**src/rtl/sram_arbiter_pkg.sv**
```systemverilog
// Shared types and helpers for the SP SRAM arbiter: FSM encodings, owner one-hot
// constants and the priority/saturation helper functions.
package sram_arbiter_pkg;

  typedef enum logic [1:0] {
    ARB_STATE_IDLE     = 2'd0,
    ARB_STATE_BURST    = 2'd1,
    ARB_STATE_COOLDOWN = 2'd2
  } arb_state_e;

  localparam logic [1:0] ARB_OWN_CPU  = 2'b01;
  localparam logic [1:0] ARB_OWN_DMA  = 2'b10;
  localparam logic [1:0] ARB_OWN_NONE = 2'b00;

  // CTL-first pick; a fired starvation guard moves a requesting DMA ahead.
  function automatic logic [1:0] idle_pick(input logic cpu_req,
                                           input logic dma_req,
                                           input logic starve_fire);
    logic [1:0] pick;
    if (dma_req && starve_fire) begin
      pick = ARB_OWN_DMA;
    end else if (cpu_req) begin
      pick = ARB_OWN_CPU;
    end else if (dma_req) begin
      pick = ARB_OWN_DMA;
    end else begin
      pick = ARB_OWN_NONE;
    end
    return pick;
  endfunction

  function automatic logic [7:0] sat_inc8(input logic [7:0] cnt, input logic [7:0] max);
    logic [7:0] nxt;
    if (cnt >= max) begin
      nxt = max;
    end else begin
      nxt = cnt + 8'd1;
    end
    return nxt;
  endfunction

endpackage

```
**src/rtl/sram_arb_req_mux.sv**
```systemverilog
// Combinational SRAM port mux: routes the granted requester's address, data and
// write enable to the SRAM; drives zeros when nobody holds the grant.
module sram_arb_req_mux
  import sram_arbiter_pkg::*;
#(
  parameter int ADDR_W = 16,
  parameter int DATA_W = 32
) (
  input  logic [1:0]        gnt,
  input  logic              cpu_we,
  input  logic [ADDR_W-1:0] cpu_addr,
  input  logic [DATA_W-1:0] cpu_di,
  input  logic              dma_we,
  input  logic [ADDR_W-1:0] dma_addr,
  input  logic [DATA_W-1:0] dma_di,
  output logic [ADDR_W-1:0] sram_addr,
  output logic [DATA_W-1:0] sram_di,
  output logic              sram_we
);

  // Select the port qualifiers of the one-hot grant owner.
  always_comb begin
    sram_addr = {ADDR_W{1'b0}};
    sram_di   = {DATA_W{1'b0}};
    sram_we   = 1'b0;
    case (gnt)
      ARB_OWN_CPU: begin
        sram_addr = cpu_addr;
        sram_di   = cpu_di;
        sram_we   = cpu_we;
      end
      ARB_OWN_DMA: begin
        sram_addr = dma_addr;
        sram_di   = dma_di;
        sram_we   = dma_we;
      end
      default: begin
        sram_addr = {ADDR_W{1'b0}};
        sram_di   = {DATA_W{1'b0}};
        sram_we   = 1'b0;
      end
    endcase
  end

endmodule

```
**src/rtl/sram_arbiter.sv**
```systemverilog
// CTL/DMA arbiter for the single-port SP SRAM with locked DMA bursts and read-owner
// tracking. Optional DMA starvation guard enabled by defining SRAM_ARB_STARVE_EN.
module sram_arbiter
  import sram_arbiter_pkg::*;
#(
  parameter int ADDR_W     = 16,
  parameter int DATA_W     = 32,
  parameter int MAX_BURST  = 8,
  parameter int STARVE_MAX = 4
) (
  input  logic              clk,
  input  logic              reset,
  input  logic              cpu_req,
  input  logic              cpu_we,
  input  logic [ADDR_W-1:0] cpu_addr,
  input  logic [DATA_W-1:0] cpu_di,
  output logic              cpu_gnt,
  output logic              cpu_rvalid,
  output logic [DATA_W-1:0] cpu_do,
  input  logic              dma_req,
  input  logic              dma_we,
  input  logic              dma_lock,
  input  logic [ADDR_W-1:0] dma_addr,
  input  logic [DATA_W-1:0] dma_di,
  output logic              dma_gnt,
  output logic              dma_rvalid,
  output logic [DATA_W-1:0] dma_do,
  output logic [ADDR_W-1:0] sram_ADDR,
  output logic [DATA_W-1:0] sram_DI,
  output logic              sram_EN,
  output logic              sram_WE,
  input  logic [DATA_W-1:0] sram_DO
);

  if (MAX_BURST < 1 || MAX_BURST > 255 || STARVE_MAX < 1 || STARVE_MAX > 255) begin : g_bad_param
    $error("sram_arbiter: MAX_BURST and STARVE_MAX must be within 1..255");
  end

  localparam logic [7:0] MAX_BURST_C = 8'(MAX_BURST);

  arb_state_e state_r;
  logic [7:0] burst_cnt_r;
  logic [1:0] rd_owner_r;
  logic [1:0] gnt_s;
  logic       starve_fire_s;

`ifdef SRAM_ARB_STARVE_EN
  localparam logic [7:0] STARVE_MAX_C = 8'(STARVE_MAX);
  logic [7:0] starve_cnt_r;

  // Count consecutive denied DMA request cycles, saturating at the threshold.
  always_ff @(posedge clk) begin
    if (reset) begin
      starve_cnt_r <= 8'd0;
    end else if (!dma_req || gnt_s[1]) begin
      starve_cnt_r <= 8'd0;
    end else begin
      starve_cnt_r <= sat_inc8(starve_cnt_r, STARVE_MAX_C);
    end
  end

  assign starve_fire_s = (starve_cnt_r == STARVE_MAX_C);
`else
  assign starve_fire_s = 1'b0;
`endif

  // Grant decision; a locked burst request bypasses the normal priority rules.
  always_comb begin
    gnt_s = ARB_OWN_NONE;
    if (reset) begin
      gnt_s = ARB_OWN_NONE;
    end else begin
      case (state_r)
        ARB_STATE_BURST: begin
          if (dma_req && dma_lock) begin
            gnt_s = ARB_OWN_DMA;
          end else begin
            gnt_s = idle_pick(cpu_req, dma_req, starve_fire_s);
          end
        end
        ARB_STATE_COOLDOWN: gnt_s = idle_pick(cpu_req, dma_req, 1'b0);
        default:            gnt_s = idle_pick(cpu_req, dma_req, starve_fire_s);
      endcase
    end
  end

  // Burst FSM and burst length counter.
  always_ff @(posedge clk) begin
    if (reset) begin
      state_r     <= ARB_STATE_IDLE;
      burst_cnt_r <= 8'd0;
    end else begin
      case (state_r)
        ARB_STATE_IDLE: begin
          if (gnt_s[1] && dma_lock) begin
            burst_cnt_r <= 8'd1;
            state_r     <= (MAX_BURST_C == 8'd1) ? ARB_STATE_COOLDOWN : ARB_STATE_BURST;
          end
        end
        ARB_STATE_BURST: begin
          if (dma_req && dma_lock) begin
            burst_cnt_r <= sat_inc8(burst_cnt_r, MAX_BURST_C);
            if (({1'b0, burst_cnt_r} + 9'd1) >= {1'b0, MAX_BURST_C}) begin
              state_r <= ARB_STATE_COOLDOWN;
            end
          end else begin
            state_r <= ARB_STATE_COOLDOWN;
          end
        end
        ARB_STATE_COOLDOWN: begin
          burst_cnt_r <= 8'd0;
          state_r     <= ARB_STATE_IDLE;
        end
        default: begin
          burst_cnt_r <= 8'd0;
          state_r     <= ARB_STATE_IDLE;
        end
      endcase
    end
  end

  // Remember who owns the read data arriving next cycle.
  always_ff @(posedge clk) begin
    if (reset) begin
      rd_owner_r <= ARB_OWN_NONE;
    end else begin
      rd_owner_r <= {gnt_s[1] & ~dma_we, gnt_s[0] & ~cpu_we};
    end
  end

  sram_arb_req_mux #(
    .ADDR_W(ADDR_W),
    .DATA_W(DATA_W)
  ) u_req_mux (
    .gnt      (gnt_s),
    .cpu_we   (cpu_we),
    .cpu_addr (cpu_addr),
    .cpu_di   (cpu_di),
    .dma_we   (dma_we),
    .dma_addr (dma_addr),
    .dma_di   (dma_di),
    .sram_addr(sram_ADDR),
    .sram_di  (sram_DI),
    .sram_we  (sram_WE)
  );

  assign cpu_gnt    = gnt_s[0];
  assign dma_gnt    = gnt_s[1];
  assign sram_EN    = gnt_s[0] | gnt_s[1];
  assign cpu_rvalid = rd_owner_r[0];
  assign dma_rvalid = rd_owner_r[1];
  assign cpu_do     = sram_DO;
  assign dma_do     = sram_DO;

endmodule

```
**config.mk**
```make
export PLATFORM = sky130hd
export DESIGN_NAME = sram_arbiter
export DESIGN_NICKNAME = d
export VERILOG_FILES = /design/src/rtl/sram_arbiter_pkg.sv /design/src/rtl/sram_arb_req_mux.sv /design/src/rtl/sram_arbiter.sv
export SDC_FILE = /design/constraint.sdc
export NUM_CORES = 1
export LEC_CHECK = 0
export ABC_AREA = 1
export BUFFER_PORTS_ARGS = -buffer_cell sky130_fd_sc_hd__buf_4
export CAP_MARGIN = 10
export CELL_PAD_IN_SITES_DETAIL_PLACEMENT = 0
export CELL_PAD_IN_SITES_GLOBAL_PLACEMENT = 1
export CORE_ASPECT_RATIO = 0.6
export CORE_MARGIN = 4
export CORE_UTILIZATION = 19
export DETAILED_ROUTE_END_ITERATION = 12
export PLACE_DENSITY_LB_ADDON = 0.1
export SYNTH_ARGS = -nofsm -noshare
export SYNTH_HDL_FRONTEND = slang
export SYNTH_SLANG_ARGS = --single-unit
```
**constraint.sdc**
```tcl
create_clock -name clk -period 3.6 [get_ports clk]
set_input_delay 0.36 -clock clk [delete_from_list [all_inputs] [get_ports clk]]
set_output_delay 0.36 -clock clk [all_outputs]
set_load 0.005 [all_outputs]
```
==> results.yml <==
job:
  maxCapViolations: 0
detailed_routing:
  avgRoutedWirePerCell_microns: 13.9
  dr.pass1.iters: 5
  ant_nets: 0
  drc: 0
  drtIter0Drc: 115
  wl_met2_microns: 3780
  vias: 2333
  wl_met1_microns: 3010
  drt_wl_total_microns: 7800
  routed.top_layer: "met4"
  wl_met3_microns: 886
  via_per_inst: 4.17
floorplanning:
  die_area_sq_mm: 0.0119
  initial_core_util_pct: 19.5
  die_w_microns: 138
  rows: 28
  die_h_microns: 86.0
  core_area_sq_mm: 0.00988
  pin_count: 253
sta:
  drv_slew: 0
  finalClockSkew_ns: 0.00103
  timing.hold.ws_ns: 0.284
  worst_pin_slew_ns: 0.534
  setup_viol_count_final: 0
  finalSetupTns_ns: 0
  fmax_mhz: 350
  final-hold-violation-count: 0
  relSlewSlack_pct: 64.4
  rsz0062_at_grt: "false"
  min_period_ns: 2.86
  min_period_over_period_pct: 79.5
logic_synthesis:
  syn_area_sq_mm: 0.00193
  syn_nets: 481
  yosys_register_bits: 12
  ys_seq_area_share_pct: 12.5
  syn_inst: 341
  syn_area_per_cell_sq_um: 5.65
  yosys_warnings: 0
  ys_types: 23
clocking:
  clock_latency_ns: 0.24
  clk_pin_slew_worst_paths_ns: 0.05
  cts_buffers: 3
  holdBufCountCts: 0
  post_cts_resized: 0
  clock_sinks: 12
  cts_root_buffer: "clkbuf_16"
  clockBufferDepth: 2
  postCtsSetupBuffers: 0
  htreeDepth: 1
  cts_tree: "done"
finish:
  multi_input_area_sq_mm: 0.00108
  n_fill_cell: 1148
  antennaDiodeCount: 0
  final_common_cell: "buf_4"
  utilization_pct: 28.7
  syn_to_final_growth_pct: 47.1
  regArea_sq_um: 240
  drive_gt1_share_pct: 42.5
  nNetsFinal: 565
  mostFrequentLayoutCells: "159 x buf_4, 127 x nand2_1, 56 x a21oi_1, 15 x nor2_1, 14 x inv_1"
worst_setup_path:
  reg2reg_from: "burst_cnt_r[0]"
  endpoint: "sram_DI[1]"
  start_kind: "flip-flop"
  crit_start: "state_r[1]"
  max_stage_delay_ns: 0.50
  worst_path_max_delay_cell: "ha_2"
  r2r_slack_ns: 2.14
  crit_cells: 9
  criticalPathCategory: "flip-flop to output port"
  end_kind: "output port"
  crit_buf_inv: 2
  cp.arrival_ns: 2.50
  r2r-end: "state_r[0]"
  critPathMaxFanout: 29
  cp_data_required_time_ns: 3.24
  cp_top_family: "simple AND/OR/NAND/NOR gates"
  r2r_cells: 9
  crit_path_cell_trace: "nor2_4 -> nand2_2 -> nand2_2 -> nor2_1 -> ha_2 -> buf_4 -> nand2_1 -> a21oi_1 -> buf_4"
placed_design:
  place.gp.congestion: 0.772
  dpl.hpwl_microns: 6310
  port_buffers: 156
global_routing:
  grt_pass1_vias: 2288
  grt_pass1_wl_microns: 11800
  grt_use_total_pct: 12.1
  grt_max_degree: 50
  gr-total-overflow: 0
  antenna_found_initial: 0
hold_path:
  hold_path_class: "input port to flip-flop"
power:
  p_leak_nw: 1.30
  power_density_mw_per_mm2: 208
  switching_share_pct: 28.0
  internal_power_mw: 0.425
  seq_power_share_pct: 24.4
  power.total_mw: 0.590
  irDropWorstVdd_mv: 0.108
  comb_power_share_pct: 36.5
  p_sw_mw: 0.165
  p_clk_share_pct: 39.1
outcome:
  status: "complete, no violations"
==> worst reg2reg max path, delay by kind of cell (launching register included) <==
kind	cells	cell delay [ns]
AOI/OAI and AO/OA	1	0.11
adders and majority gates	1	0.23
DFF	1	0.41
and+or+nand+nor	7	0.65
==> synth_stat cells <==
cell / n / share of area [%]
nand2_1: 127 / 25
buf_4: 64 / 25
a21oi_1: 56 / 15
nor2_1: 15 / 2.9
inv_1: 14 / 2.7
dfxtp_1: 12 / 12
nand3_1: 11 / 2.9
clkbuf_1: 10 / 1.9
buf_2: 6 / 1.6
ha_1: 5 / 3.2
inv_2: 3 / 0.58
nor2_2: 3 / 0.97
nand2_2: 2 / 0.65
nand2_4: 2 / 1.2
nand3_2: 2 / 1.0
o21ai_0: 2 / 0.52
a21oi_2: 1 / 0.45
nor2_4: 1 / 0.58
nor3_1: 1 / 0.26
nor3_2: 1 / 0.52
o21bai_1: 1 / 0.39
xnor2_1: 1 / 0.45
xor2_1: 1 / 0.45
==> cells by family (layout without fill, tap and decap cells) <==
group           after synthesis  count (layout)  share of synthesized area, %
simple gates                165             165                          35.7
compound gates               60              60                          15.9
buf+inv                      97             180                          31.8
flops                        12              12                          12.5
fa+ha+maj                     5               5                          3.25
xor+xnor                      2               2                         0.909
==> final cells by class <==
cell class	count	area share, %
Timing Repair Buffer	159	42.1
Multi-Input combinational cell	232	38.1
Sequential cell	12	8.47
Tap cell	135	5.96
Clock buffer	4	3.13
Inverter	17	2.25
==> registers in the layout (all words and copies together), names as in the netlist <==
register	count
rd_owner_r	2
burst_cnt_r	8
state_r	2
==> worst min-delay path by stage <==
stage | startpoint | to | slack, ns | depth (start not counted)
after CTS | dma_we | rd_owner_r[1] | 0.29 | 2
after global placement | burst_cnt_r[6] | burst_cnt_r[6] | 0.50 | 2
after detailed placement | burst_cnt_r[5] | burst_cnt_r[5] | 0.50 | 2
after floorplan | cpu_we | rd_owner_r[0] | 0.43 | 1
final | dma_we | rd_owner_r[1] | 0.28 | 2
after global routing | dma_we | rd_owner_r[1] | 0.29 | 2
==> power groups by stage <==
stage / Sequential, mW / Combinational, mW / Clock (mW)
floorplan: 0.145 / 0.139 / 0
global placement: 0.147 / 0.221 / 0
detailed placement: 0.146 / 0.218 / 0
CTS: 0.144 / 0.219 / 0.236
global route: 0.145 / 0.241 / 0.243
finish: 0.144 / 0.215 / 0.231
==> per-stage QoR <==
step,instances,area [sq um],setup WS [ns]
3_5_place_dp,555,2750,0.834
2_1_floorplan,341,1930,1.43
4_1_cts,559,2840,0.677
5_1_grt,559,2840,0.534
6_report,559,2840,0.740
3_3_place_gp,555,2750,0.825
==> routing by layer <==
| metal | vias up | GRT usage [%] |
|---|---|---|
| li1 | 1170 | - |
| met1 | 1020 | 14.0 |
| met2 | 132 | 20.5 |
| met3 | 11 | 5.46 |
| met4 | 0 | 3.05 |
| met5 | - | 0 |
Note: power is estimated with default switching activity, not from simulation.
